$ cat src/rtl/x_reg.sv
// Loadable word register for the calculator datapath.
// Captures `in` on the falling edge of clk when `w` is high. The reset is synchronous and active-low.
module x_reg #(
  parameter int unsigned       WIDTH       = 16,
  parameter logic [WIDTH-1:0] RESET_VALUE = '0
) (
  input  logic             clk,
  input  logic             rst,
  input  logic [WIDTH-1:0] in,
  input  logic             w,
  output logic [WIDTH-1:0] out
);

  logic [WIDTH-1:0] r_out;

  // Reset has priority over a write on the same edge, and the write data is dropped.
  always_ff @(negedge clk) begin
    if (!rst) begin
      r_out <= RESET_VALUE;
    end else if (w) begin
      r_out <= in;
    end
  end

  assign out = r_out;

endmodule

$ cat config.mk
export PLATFORM = sky130hd
export DESIGN_NAME = x_reg
export DESIGN_NICKNAME = d
export VERILOG_FILES = /design/src/rtl/x_reg.sv
export SDC_FILE = /design/constraint.sdc
export NUM_CORES = 1
export LEC_CHECK = 0
export CORE_UTILIZATION = 38
export CTS_BUF_LIST = sky130_fd_sc_hd__clkbuf_8
export CTS_CLUSTER_SIZE = 10
export DETAILED_ROUTE_END_ITERATION = 16
export PLACE_DENSITY = 0.8
export SLEW_MARGIN = 20
export SYNTH_ARGS = -nofsm -noshare
export SYNTH_HDL_FRONTEND = slang
export SYNTH_SLANG_ARGS = --single-unit
$ cat constraint.sdc
create_clock -name clk -period 0.9 [get_ports clk]
set_input_delay 0.18 -clock clk [delete_from_list [all_inputs] [get_ports clk]]
set_output_delay 0.18 -clock clk [all_outputs]
set_load 0.01 [all_outputs]
* After elaboration in Yosys (flattened, before gate mapping) *
Index checks and enable logic that the tools add are counted.

operators by class
  $add $sub $neg = 0
  multiply operators = 0
  div/mod/pow operators = 0
  $lt $le $gt $ge = 0
  equality and inequality tests = 0
  shifts and indexed selects = 0
  muxes and demuxes = 0
  bitwise operators = 0
  reductions and logical operators = 0

storage, ports and cells
  register bits = 16
  bits in latches = 0
  bits in writable memories = 0
  ROM bits = 0
  input port bits = 19
  output and inout port bits = 16
  word-level logic and storage cells = 1
  memories kept = 0

* Depth between registers and ports, before layout *
  depth after elaboration = 0
  depth in mapped cells = 4
  gate-level depth less buffers = 2

==> results.py <==
metrics = {
    "worst_setup_path": {
        "cp_data_arrival_time_ns": 1.21,
        "cp-end-kind": "output pin",
        "reg2reg_slack_ns": 0.11,
        "startpoint_type": "flop",
        "cp_top_family": "flip-flops",
        "path_class": "flop to output pin",
        "path_depth": 1,
        "slowest_delay_ns": 0.32,
        "crit_path_cell_trace": "buf_6",
        "critical_path_buf_inv_count": 1,
        "crit_slowest_cell": "dfxtp_2",
        "cp.required_ns": 0.72,
        "path_max_fanout": 2,
        "worst-r2r-cell-count": 3,
    },
    "cells_and_area": {
        "multi_input_area_um2": 267.8,
        "seq_area_um2": 340.3,
        "final_cell_mix": "nor2b_1, inv_1, dlygate4sd2_1, dfxtp_2, buf_6",
        "n_antenna_cell": 0,
        "fin_util": 0.7982,
        "fillers": 100,
        "layout-drive-gt1-share": 0.4364,
        "layout.nets": 130,
        "final_cell_count_no_fill": 126,
        "largest_reg_flops": 16,
        "syn_to_final_growth_pct": 94.14,
    },
    "yosys": {
        "syn_nets": 71,
        "mappedNetlistArea_um2": 619.3,
        "netlist_instances": 52,
        "yosysSeqAreaShare": 0.5172,
        "ys_ff_latch": 16,
        "syn_area_per_cell_um2": 11.91,
        "ys_warn_count": 0,
        "synth.distinct_cells": 7,
    },
    "power_and_ir_drop": {
        "p_leak_nw": 0.6218,
        "power_mw": 1.966,
        "powerDensity_nw_per_um2": 1635,
        "ir_worst_vdd_uv": 1585,
    },
    "global_routing": {
        "grt_pass1_wl_um": 2656,
        "grt-ovfl-total": 0,
        "antenna_found_initial": 0,
        "grt_pass1_vias": 636,
        "grt_max_degree": 10,
        "grt_use_total": 0.2090,
    },
    "floorplan": {
        "die_h_um": 42.37,
        "rows": 14,
        "core_um2": 1506,
        "start_util": 0.4111,
        "io-pin-count": 35,
        "fp.dieW_um": 42.37,
        "dieArea_um2": 1795,
    },
    "timing": {
        "timing.final.hold_violations": 0,
        "drv_slew": 0,
        "final.setup.worst_slack_ns": -0.4877,
        "rsz0062_at_grt": "yes",
        "finalSetupTns_ns": -7.674,
        "skew_ns": 0,
        "slew_headroom": 0.8941,
        "worst_pin_slew_ns": 0.1544,
        "setup_viol": 22,
    },
    "clocking": {
        "path_clk_slew_ns": 0.04,
        "tritoncts": "yes",
        "root_buffer": "clkbuf_8",
        "cts_max_level": 1,
        "numCtsBuffers": 3,
        "clkSinkCount": 16,
        "cts_buffer_depth": 2,
        "clkLatencyLatePin_ns": 0.32,
    },
    "detailed_routing": {
        "met2RoutedLength_um": 801,
        "viasPerCell": 4.508,
        "drt_iter0_markers": 2,
        "drt_pass1_iterations": 2,
        "via_count": 568,
        "wirelength_um": 1533,
        "route.detailed.drc": 0,
        "dr_wl_met3_um": 62,
        "top_layer_used": "met4",
        "antenna_left": 0,
        "wl_per_cell_um": 12.17,
        "wl_met1_um": 648,
    },
    "run_status": {
        "status": "finished with violations",
        "violations": "setup timing",
    },
    "place": {
        "io_buffers": 34,
        "gp_congestion": 0.6777,
        "dp_cells": 102,
        "hpwl_um": 881.4,
        "post-place-ws_ns": -0.8227,
    },
    "run": {
        "maxCapViolCount": 0,
    },
    "worst_hold_path": {
        "holdPathStages": 2,
        "hold_class": "flop to flop",
    },
}
==> area by class of cell <==
| type | count | share of cell area |
|---|---|---|
| tap | 16 | 0.01665 |
| clock buffer | 3 | 0.03434 |
| timing repair buffer | 42 | 0.3892 |
| sequential | 16 | 0.2830 |
| multi-input combinational | 32 | 0.2227 |
| clock inverter | 17 | 0.05411 |
==> power by group <==
| part | total, mW | internal, mW | switching [mW] |
|---|---|---|---|
| logic | 0.340 | 0.226 | 0.113 |
| clock network | 0.832 | 0.399 | 0.433 |
| registers | 0.795 | 0.766 | 0.0286 |
==> synth_stat cells (all sizes together) <==
master / number / area share
inv: 1 / 0.0061
nor2b: 16 / 0.16
mux2i: 16 / 0.26
clkbuf: 1 / 0.0061
dfxtp: 16 / 0.52
buf: 2 / 0.051
==> logic make-up after synthesis <==
logic type / after synthesis / synth area share
buf+inv: 4 / 0.06261
flops: 16 / 0.5172
mux: 16 / 0.2586
simple gates: 16 / 0.1616
==> metrics by stage <==
stage | hold slack [ns] | cell area (µm²)
finish | 0.5113 | 1202
global route | 0.5455 | 1202
CTS | 0.5162 | 1187
detailed placement | 0.4914 | 999.7
global placement | 0.4882 | 999.7
floorplan | 0.5158 | 635.6
==> worst paths after layout <==
check | startpoint | endpoint
worst min register to register | out[14]$_SDFFE_NN0P_ | out[14]$_SDFFE_NN0P_
worst min-delay path | out[14]$_SDFFE_NN0P_ | out[14]$_SDFFE_NN0P_
worst max register to register | out[13]$_SDFFE_NN0P_ | out[13]$_SDFFE_NN0P_
worst max-delay path | out[1]$_SDFFE_NN0P_ | out[1]
==> metal layers <==
| layer | up-vias | GRT usage |
|---|---|---|
| met1 | 266 | 0.2287 |
| met2 | 16 | 0.3354 |
| li1 | 284 | - |
| met3 | 2 | 0.08621 |
| met5 | - | 0 |
| met4 | 0 | 0.1250 |
==> what timing repair did <==
item	4_1_cts	5_1_grt
pin swaps	0	0
setup buffers	2	1
setup endpoints to repair	32	27
gates cloned	2	0
hold buffers	0	0
gates resized for setup	120	2
No activity file was read; power rests on OpenSTA's default activity.
